--- config.mk ---
export PLATFORM = sky130hd
export DESIGN_NAME = hvsync_decoder
export DESIGN_NICKNAME = d
export VERILOG_FILES = /design/src/rtl/hvsync_decoder.sv
export SDC_FILE = /design/constraint.sdc
export NUM_CORES = 1
export LEC_CHECK = 0
export ABC_AREA = 1
export ABC_CLOCK_PERIOD_IN_PS = 2650
export CORE_UTILIZATION = 30
export CTS_CLUSTER_DIAMETER = 100
export DETAILED_ROUTE_END_ITERATION = 7
export SLEW_MARGIN = 0
export SYNTH_ARGS = -nofsm -noshare
export SYNTH_HDL_FRONTEND = slang
export SYNTH_SLANG_ARGS = --single-unit
--- constraint.sdc ---
create_clock -name clk -period 2.65 [get_ports clk]
set_input_delay 0.265 -clock clk [delete_from_list [all_inputs] [get_ports clk]]
set_output_delay 0.265 -clock clk [all_outputs]
set_load 0.005 [all_outputs]
--- src/rtl/hvsync_decoder.sv ---
// Receive-side video timing recovery: locks to external hsync/vsync and regenerates hpos/vpos.
// Define HVSYNC_DECODER_INVERT_EN for active-low sync sources.
module hvsync_decoder #(
    parameter int H_DISPLAY   = 256,
    parameter int V_DISPLAY   = 240,
    parameter int H_TOTAL     = 309,
    parameter int V_TOTAL     = 262,
    parameter int H_EDGE_POS  = 265,
    parameter int V_EDGE_POS  = 254,
    parameter int LOCK_LINES  = 4,
    parameter int UNLOCK_ERRS = 3
) (
    input  logic       clk,
    input  logic       reset,
    input  logic       hsync_in,
    input  logic       vsync_in,
    output logic [8:0] hpos,
    output logic [8:0] vpos,
    output logic       display_on,
    output logic       locked,
    output logic [9:0] line_len,
    output logic       sync_err
);

    localparam logic [9:0] PER_MAX    = 10'd1023;
    localparam logic [9:0] H_TOTAL_C  = 10'(H_TOTAL);
    localparam logic [9:0] V_TOTAL_C  = 10'(V_TOTAL);
    localparam logic [9:0] TIMEOUT    = 10'(2 * H_TOTAL);
    localparam logic [8:0] H_LAST     = 9'(H_TOTAL - 1);
    localparam logic [8:0] V_LAST     = 9'(V_TOTAL - 1);
    localparam logic [8:0] H_LOAD     = 9'(H_EDGE_POS);
    localparam logic [8:0] V_LOAD     = 9'(V_EDGE_POS);
    localparam logic [8:0] LCNT_MAX   = 9'd511;
    localparam logic [7:0] CNT_MAX    = 8'hFF;
    localparam logic [7:0] LOCK_NEED  = 8'(LOCK_LINES);
    localparam logic [7:0] ERR_LIMIT  = 8'(UNLOCK_ERRS);

    typedef enum logic [1:0] {
        HUNT,
        ACQUIRE,
        LOCKED
    } state_t;

    logic       hs;
    logic       vs;
    logic       hs_d;
    logic       vs_d;
    logic       hedge;
    logic       vedge;
    logic [9:0] per_cnt;
    logic [8:0] lcnt;
    logic [9:0] lcnt_sum;
    logic       hgood;
    logic       vgood;
    logic       hwrap;
    logic       timeout;
    logic       bad_h;
    logic       bad_v;

    state_t     state;
    logic [7:0] good;
    logic [7:0] err;
    logic       vseen;
    logic       vok;
    logic [7:0] good_next;
    logic       vok_next;
    logic [7:0] err_inc;

`ifdef HVSYNC_DECODER_INVERT_EN
    localparam logic SYNC_IDLE = 1'b1;
    assign hs = ~hsync_in;
    assign vs = ~vsync_in;
`else
    localparam logic SYNC_IDLE = 1'b0;
    assign hs = hsync_in;
    assign vs = vsync_in;
`endif

    always_ff @(posedge clk or negedge reset) begin
        if (!reset) begin
            hs_d <= SYNC_IDLE;
            vs_d <= SYNC_IDLE;
        end else begin
            hs_d <= hs;
            vs_d <= vs;
        end
    end

    assign hedge = hs & ~hs_d;
    assign vedge = vs & ~vs_d;

    // per_cnt holds the clocks elapsed since the last hedge, so at the next hedge it is the period.
    always_ff @(posedge clk or negedge reset) begin
        if (!reset) begin
            per_cnt  <= '0;
            line_len <= '0;
        end else if (hedge) begin
            per_cnt  <= 10'd1;
            line_len <= per_cnt;
        end else if (per_cnt != PER_MAX) begin
            per_cnt <= per_cnt + 10'd1;
        end
    end

    always_ff @(posedge clk or negedge reset) begin
        if (!reset) begin
            lcnt <= '0;
        end else if (vedge) begin
            lcnt <= '0;
        end else if (hedge && lcnt != LCNT_MAX) begin
            lcnt <= lcnt + 9'd1;
        end
    end

    assign hgood    = (per_cnt == H_TOTAL_C);
    assign lcnt_sum = {1'b0, lcnt} + {9'd0, hedge};
    assign vgood    = (lcnt_sum == V_TOTAL_C);
    assign timeout  = (per_cnt >= TIMEOUT);
    assign bad_h    = hedge & ~hgood;
    assign bad_v    = vedge & ~vgood;
    assign hwrap    = ~hedge && (hpos >= H_LAST);

    // Beam position free-runs in every state; sync edges only re-phase it.
    always_ff @(posedge clk or negedge reset) begin
        if (!reset) begin
            hpos <= '0;
        end else if (hedge) begin
            hpos <= H_LOAD;
        end else if (hpos >= H_LAST) begin
            hpos <= '0;
        end else begin
            hpos <= hpos + 9'd1;
        end
    end

    always_ff @(posedge clk or negedge reset) begin
        if (!reset) begin
            vpos <= '0;
        end else if (vedge) begin
            vpos <= V_LOAD;
        end else if (hwrap) begin
            vpos <= (vpos >= V_LAST) ? 9'd0 : vpos + 9'd1;
        end
    end

    assign display_on = locked && (hpos < 9'(H_DISPLAY)) && (vpos < 9'(V_DISPLAY));

    always_comb begin
        good_next = good;
        vok_next  = vok;
        if (hedge) begin
            good_next = hgood ? ((good == CNT_MAX) ? good : good + 8'd1) : 8'd0;
        end
        if (vedge) begin
            vok_next = vseen & vgood;
        end
    end

    assign err_inc = (err == CNT_MAX) ? err : err + 8'd1;

    // Lock decisions use this cycle's edge results so locked/sync_err follow the edge by one clock.
    always_ff @(posedge clk or negedge reset) begin
        if (!reset) begin
            state    <= HUNT;
            good     <= '0;
            err      <= '0;
            vseen    <= 1'b0;
            vok      <= 1'b0;
            locked   <= 1'b0;
            sync_err <= 1'b0;
        end else begin
            sync_err <= 1'b0;
            case (state)
                HUNT: begin
                    good   <= '0;
                    err    <= '0;
                    vseen  <= 1'b0;
                    vok    <= 1'b0;
                    locked <= 1'b0;
                    if (hedge) begin
                        state <= ACQUIRE;
                    end
                end
                ACQUIRE: begin
                    good <= good_next;
                    vok  <= vok_next;
                    if (vedge) begin
                        vseen <= 1'b1;
                    end
                    if (timeout) begin
                        state <= HUNT;
                    end else if (good_next >= LOCK_NEED && vok_next) begin
                        state  <= LOCKED;
                        locked <= 1'b1;
                        err    <= '0;
                    end
                end
                LOCKED: begin
                    if (timeout) begin
                        state  <= HUNT;
                        locked <= 1'b0;
                    end else if (bad_h || bad_v) begin
                        sync_err <= 1'b1;
                        err      <= err_inc;
                        if (err_inc >= ERR_LIMIT) begin
                            state  <= HUNT;
                            locked <= 1'b0;
                        end
                    end else if (hedge) begin
                        err <= '0;
                    end
                end
                default: begin
                    state  <= HUNT;
                    locked <= 1'b0;
                end
            endcase
        end
    end

endmodule

==> results.md, run 1 <==
* Status: finished, violations left
* Failing checks: negative hold slack
* Internal power at 2260 uW
* Leakage at 0.00222 uW
* Antenna Violating Nets Remaining at 0
* Crit-path max cell delay at 410 ps
* CTS sink cnt at 71
* FF-to-FF path depth at 11
* Startpoint types: input pin
* Clk pwr share at 36.6%
* Synth cell types at 41
* Unrepaired setup endpoints after global routing: no
* CP Cell Sequence: clkdlybuf4s50_1 -> inv_1 -> nor2_4 -> ha_1 -> ha_1 -> nand3_1 -> nor2_1 -> nand4_1 -> a22oi_1 -> nand3_4 -> nand2_4 -> nand2_4 -> nand2_1 -> nand2_1
* EDFF count, synth at 0
* Most frequent cells in the layout: nand2_1, dfrtp_1, nor2_1, inv_1, nand3_1
* Inserted Diodes at 0
* DP HPWL at 6.46 mm
* First-pass detailed-route iteration total at 4
* Clk_skew at 4.55 ps
* Core area at 0.0128 mm2
* Setup crit end kind: flip-flop
* Routed via count at 3481
* Seq/Total Area, Yosys at 44.6%
* Simple-gate area share of the yosys netlist at 29.6%
* Syn nets at 526
* Post-CTS resize count at 0
* YS warnings at 0
* Initial antenna violation count at 0
* Critical Path Start: hsync_in
* Yosys reg bits at 71
* Worst EP arrival at 2450 ps
* First-pass GRT wire length at 15.8 mm
* Vias/cell at 4.79
* CP Max Fanout at 9
* Max-slew violations at 0
* Port buffer count at 34
* Wire length per cell at 12.3 um
* Synthesized area at 0.00398 mm2
* RePlAce Congestion at 0.858
* Comb power frac at 21.3%
* Max transition margin at 52.4%
* DRT iter0 DRCs at 234
* Total grt overflow at 0
* Max-cap check violation count at 0
* Most common cell after layout, fill and taps aside: nand2_1
* Critical Path RT at 2870 ps
* CTS Root Cell: clkbuf_16
* R2R Path End: err[1]
* Clk buf depth at 2
* Final Hold Fails at 26
* CTS tree: done
* CP top delay family: simple AND/OR/NAND/NOR gates
* Initial Util at 31.2%
* Io pins at 35
* Tcrit/Tclk final at 84.2%
* Dpl cells at 713
* Synth Area in XOR/XNOR at 1.98%
* Critical setup path kind: in -> reg
* P_sw at 965 uW
* Post-Synth Adder-Cell Area at 4.08%
* All-Layer GR Usage at 14.8%
* CP max stage cell: clkdlybuf4s50_1
* R2R Setup Slk at 450 ps
* CP endpoint: err[1]
* # setup viols final at 0
* Setup TNS at 0 ps
* Post-synthesis mux area share at 0%
* Pin count of the biggest net entering global routing at 45
* Die H at 117 um
* Max Freq at 0.448 GHz
* Die area at 0.0137 mm2
* Area delta synth->final at 21.3%
* H-tree depth at 3
* Largest family of logic cells by synthesized area: simple AND/OR/NAND/NOR gates
* Worst Tran Pin Value at 714 ps
* Worst Hold Class: in -> async
* Detailed Route WL at 8.92 mm
* Asr flop ratio synth at 100%
* DRC violations left at 0
* PwrDens at 667 mW/mm2
* Fin Hold WS at -9.45 ps
* Net Sw Frac at 30.0%
* Synth Instances at 509
* CTS Buf Count at 9
* Buf/Inv on CP at 2
* Synth Area in Compound Gates at 13.1%
* Worst vdd rail ir drop at 0.000333 V
* FF-to-FF Start: lcnt[0]
* Crit path time final at 2230 ps
* Hold_buf cts at 0
* Clock transition at path regs at 50 ps
* Seq pwr share at 42.1%
* Clk_lat worst skew at 330 ps
* Die X at 117 um
* Syn avg cell area at 7.82 um2
* Worst path depth at 14
* Final-stage net count at 569
* Standard-cell rows at 41
* Share of cells above drive strength 1 at 9.01%
* Post-CTS Setup Bufs at 0
* Vias in the first global route at 3417
* Layout Cells excl Fill at 727
* Ys flop type: dfrtp_1
==> how the worst min path moves through the flow <==
| stage | start | cells past startpoint | end |
|---|---|---|---|
| after floorplan | reset | 0 | err[0] |
| after global placement | reset | 1 | err[5] |
| after detailed placement | reset | 1 | err[5] |
| after CTS | reset | 1 | good[7] |
| after global routing | reset | 1 | err[3] |
| final | reset | 1 | err[6] |
==> through the flow <==
stage | utilization, % | power [uW] | hold slack (ps) | setup WS [ps] | area [um2]
2_1_floorplan | - | 1780 | -30.6 | 529 | 3980
3_3_place_gp | 35.6 | 2040 | 348 | 168 | 4540
3_5_place_dp | 35.6 | 2060 | 360 | 93.5 | 4540
4_1_cts | 37.8 | 3260 | 9.48 | 442 | 4830
5_1_grt | 37.8 | 3440 | 32.2 | 188 | 4830
6_report | 37.8 | 3220 | -9.45 | 420 | 4830
==> power by group through the flow <==
stage,clock network [uW],registers (uW),logic (uW)
6_report,1180,1360,685
5_1_grt,1270,1380,788
4_1_cts,1210,1360,692
3_5_place_dp,0,1380,687
3_3_place_gp,0,1370,672
2_1_floorplan,0,1350,432
==> cell usage after synthesis, types with 2 or more instances <==
cell type / n / area share, %
clkinv_1: 2 / 0.19
inv_1: 55 / 5.2
nor2_4: 2 / 0.57
nor3_2: 2 / 0.50
xnor2_1: 4 / 0.88
o21bai_1: 4 / 0.75
o221ai_1: 2 / 0.44
nand2_2: 4 / 0.63
o31ai_1: 2 / 0.38
xor2_1: 5 / 1.1
nand4_1: 9 / 1.4
nor2_1: 62 / 5.8
a21oi_1: 23 / 2.9
o22ai_1: 5 / 0.79
o21ai_0: 35 / 4.4
nor2_2: 8 / 1.3
a31oi_1: 3 / 0.47
ha_1: 13 / 4.1
nand2_1: 116 / 11
a31o_2: 2 / 0.44
nand3_1: 41 / 5.2
nor4_1: 3 / 0.47
nor3_1: 9 / 1.1
a211oi_1: 4 / 0.75
dfrtp_1: 71 / 45
clkbuf_1: 4 / 0.38
nand2_4: 3 / 0.85
inv_2: 3 / 0.28
==> routing by layer <==
metal / up-vias / track usage [%] / part of all wire, %
li1: 1773 / - / -
met1: 1644 / 19.1 / 49
met2: 58 / 23.8 / 47
met3: 6 / 3.60 / 3.0
met4: 0 / 5.57 / 1.1
met5: - / 0 / 0
==> flip-flops by register name, indices dropped and copies added, names as in the netlist, 2 cells and up <==
signal and flops:
state 2, hpos 9, lcnt 9, per_cnt 10, vpos 9, line_len 10
good 8, err 8
==> layout make-up <==
cell class	count	area (um2)
clock buffer	10	239
multi-input combinational	371	1940
tap	172	215
sequential	71	1780
inverter	60	225
timing repair buffer	39	385
clock inverter	4	47.5
fill	1294	7940
==> cells by family (layout without fill, tap and decap cells) <==
family / after synthesis / after routing
buf+inv: 67 / 113
flops: 71 / 71
simple gates: 262 / 262
fa+ha+maj: 13 / 13
compound gates: 87 / 87
xor+xnor: 9 / 9
Power figures use the tool's default switching activity.
==> inputs of run 2 (changes only) <==
ABC_CLOCK_PERIOD_IN_PS = 2300   (was 2650)
clock period = 2.3 ns   (was 2.65 ns; I/O delays follow)
==> run 2 against run 1 <==
Effect of this change:
- the run now ends clean
- register-to-register slack got worse by 280 ps
- critical path type is now reg -> reg
- sequential cell count did not move
- routed wire length grew 2.1%
==> results.md, run 2 (synthesis gave the netlist of run 1 again) <==
* Routed via count at 3535 (was 3481)
* Worst Tran Pin Value at 636 ps (was 714 ps)
* Setup crit end kind: flip-flop (unchanged)
* Multi-input gate area at 0.00194 mm2 (about the same)
* Post-CTS Setup Bufs at 0 (unchanged)
* Vias/cell at 4.78 (was 4.79)
* Clk_skew at 10.8 ps (was 4.55 ps)
* Initial antenna violation count at 0 (unchanged)
* First-pass detailed-route iteration total at 4 (unchanged)
* Clk_lat worst skew at 340 ps (was 330 ps)
* Wire length per cell at 12.3 um (about the same)
* Inserted Diodes at 0 (unchanged)
* Final Hold Fails at 0 (was 26)
* Share of cells above drive strength 1 at 10.9% (was 9.01%)
* Final-stage net count at 581 (was 569)
* Startpoint types: flip-flop (was input pin)
* Detailed Route WL at 9.11 mm (was 8.92 mm)
* All-Layer GR Usage at 14.9% (was 14.8%)
* Die area at 0.0137 mm2 (unchanged)
* Grt met1 use at 19.3% (was 19.1%)
* Finished Cell Area at 0.00493 mm2 (was 0.00483 mm2)
* Status: finished clean (was finished, violations left)
* Tcrit/Tclk final at 92.5%
* Die H at 117 um (unchanged)
* First-pass GRT wire length at 15.9 mm (was 15.8 mm)
* CTS Root Cell: clkbuf_16 (unchanged)
* Most common cell after layout, fill and taps aside: nand2_1 (unchanged)
* DRC violations left at 0 (unchanged)
* CTS Buf Count at 9 (unchanged)
* Max Freq at 0.470 GHz
* Core area at 0.0128 mm2 (unchanged)
* Worst vdd rail ir drop at 0.000395 V (was 0.000333 V)
* Register area at 0.00178 mm2 (unchanged)
* Critical setup path kind: reg -> reg (was in -> reg)
* CTS sink cnt at 71 (unchanged)
* Critical Path RT at 2520 ps (was 2870 ps)
* GR Layer Usage met2 at 24.3% (was 23.8%)
* # setup viols final at 0 (unchanged)
* Leakage at 0.00228 uW (was 0.00222 uW)
* PwrDens at 762 mW/mm2 (was 667 mW/mm2)
* Fillers at 1308 (was 1294)
* Met3 Use GR at 3.14% (was 3.60%)
* Standard-cell rows at 41 (unchanged)
* Most frequent cells in the layout: nand2_1, dfrtp_1, nor2_1, inv_1, nand3_1 (unchanged)
* Max transition margin at 57.6% (was 52.4%)
* Vias in the first global route at 3425 (was 3417)
* Io pins at 35 (unchanged)
* CTS tree: done (unchanged)
* Port buffer count at 34 (unchanged)
* Final Core Density at 38.6% (was 37.8%)
* CP Max Fanout at 9 (unchanged)
* Setup TNS at 0 ps (unchanged)
* Initial Util at 31.2% (unchanged)
* Worst Hold Class: in -> reg (was in -> async)
* Antenna Violating Nets Remaining at 0 (unchanged)
* Max-cap check violation count at 0 (unchanged)
* Pin count of the biggest net entering global routing at 27 (was 45)
* Worst EP arrival at 2350 ps (was 2450 ps)
* Global route hottest layer: met2 (unchanged)
* Die X at 117 um (unchanged)
* Area after DPL at 0.00463 mm2 (was 0.00454 mm2)
* Tot Pwr at 3750 uW (was 3220 uW)
* RePlAce Congestion at 0.875 (was 0.858)
* Largest regs: line_len (10), per_cnt (10) (unchanged)
* H-tree depth at 3 (unchanged)
* Clock transition at path regs at 60 ps (was 50 ps)
* Area delta synth->final at 23.8% (was 21.3%)
* Clk buf depth at 2 (unchanged)
* Crit path time final at 2130 ps
* DP HPWL at 6.68 mm (was 6.46 mm)
* Max-slew violations at 0 (unchanged)
* Unrepaired setup endpoints after global routing: yes (was no)
* Total grt overflow at 0 (unchanged)
* DRT iter0 DRCs at 191 (was 234)
-- run 2: area by class of cell --
type | instances | share of cell area [%]
multi-input cells | 371 | 39.5
flip-flops and latches | 71 | 36.0
repair buffers | 51 | 9.70
clock buffers | 10 | 4.65
inverters | 60 | 4.57
well taps | 172 | 4.37
clock inverters | 5 | 1.22
-- run 2: path summary, 6_finish.rpt --
check,from,end,cells after the start,slack [ps]
worst max-delay path,lcnt[0],err[5],11,170
worst min-delay path,hsync_in,hs_d,1,360
worst max register to register,lcnt[0],err[5],11,170
worst min register to register,line_len[6],line_len[6],2,470
max in group asynchronous,reset,vok,3,1070
min in group asynchronous,reset,sync_err,2,460
-- run 2: metrics by stage --
step | setup WS [ps] | cells | hold WS (ps)
after detailed placement | -172 | 724 | 297
after CTS | 172 | 740 | 357
after floorplan | 179 | 509 | -65.6
final | 173 | 740 | 360
after global placement | -93.4 | 724 | 293
after global routing | -50.4 | 740 | 359
-- run 2: critical path: stages, from the launching register on --
cell     delay (ps)
dfrtp_1         430
ha_1            230
ha_1            280
nand3_1          70
nor2_1          110
nand4_1         120
a22oi_1         300
nand3_4         130
nand2_4         130
nand2_4          90
nand2_1          70
nand2_1          50
-- run 2: repair_timing --
action | 4_1_cts | 5_1_grt
resized for setup | 0 | 1
hold buffers | 1 | 0
setup endpoints to repair | 0 | 9
hold endpoints to repair | 21 | 0
-- run 2: metal layers --
layer,vias up,wire (um)
li1,1795,-
met1,1677,4430
met2,52,4310
met3,11,243
met4,0,133
met5,-,0
-- run 2: power by group --
part	internal [uW]	switching, uW	leakage, uW
Combinational	355	450	0.00123
Clock	836	551	0.000139
Sequential	1410	157	0.000913
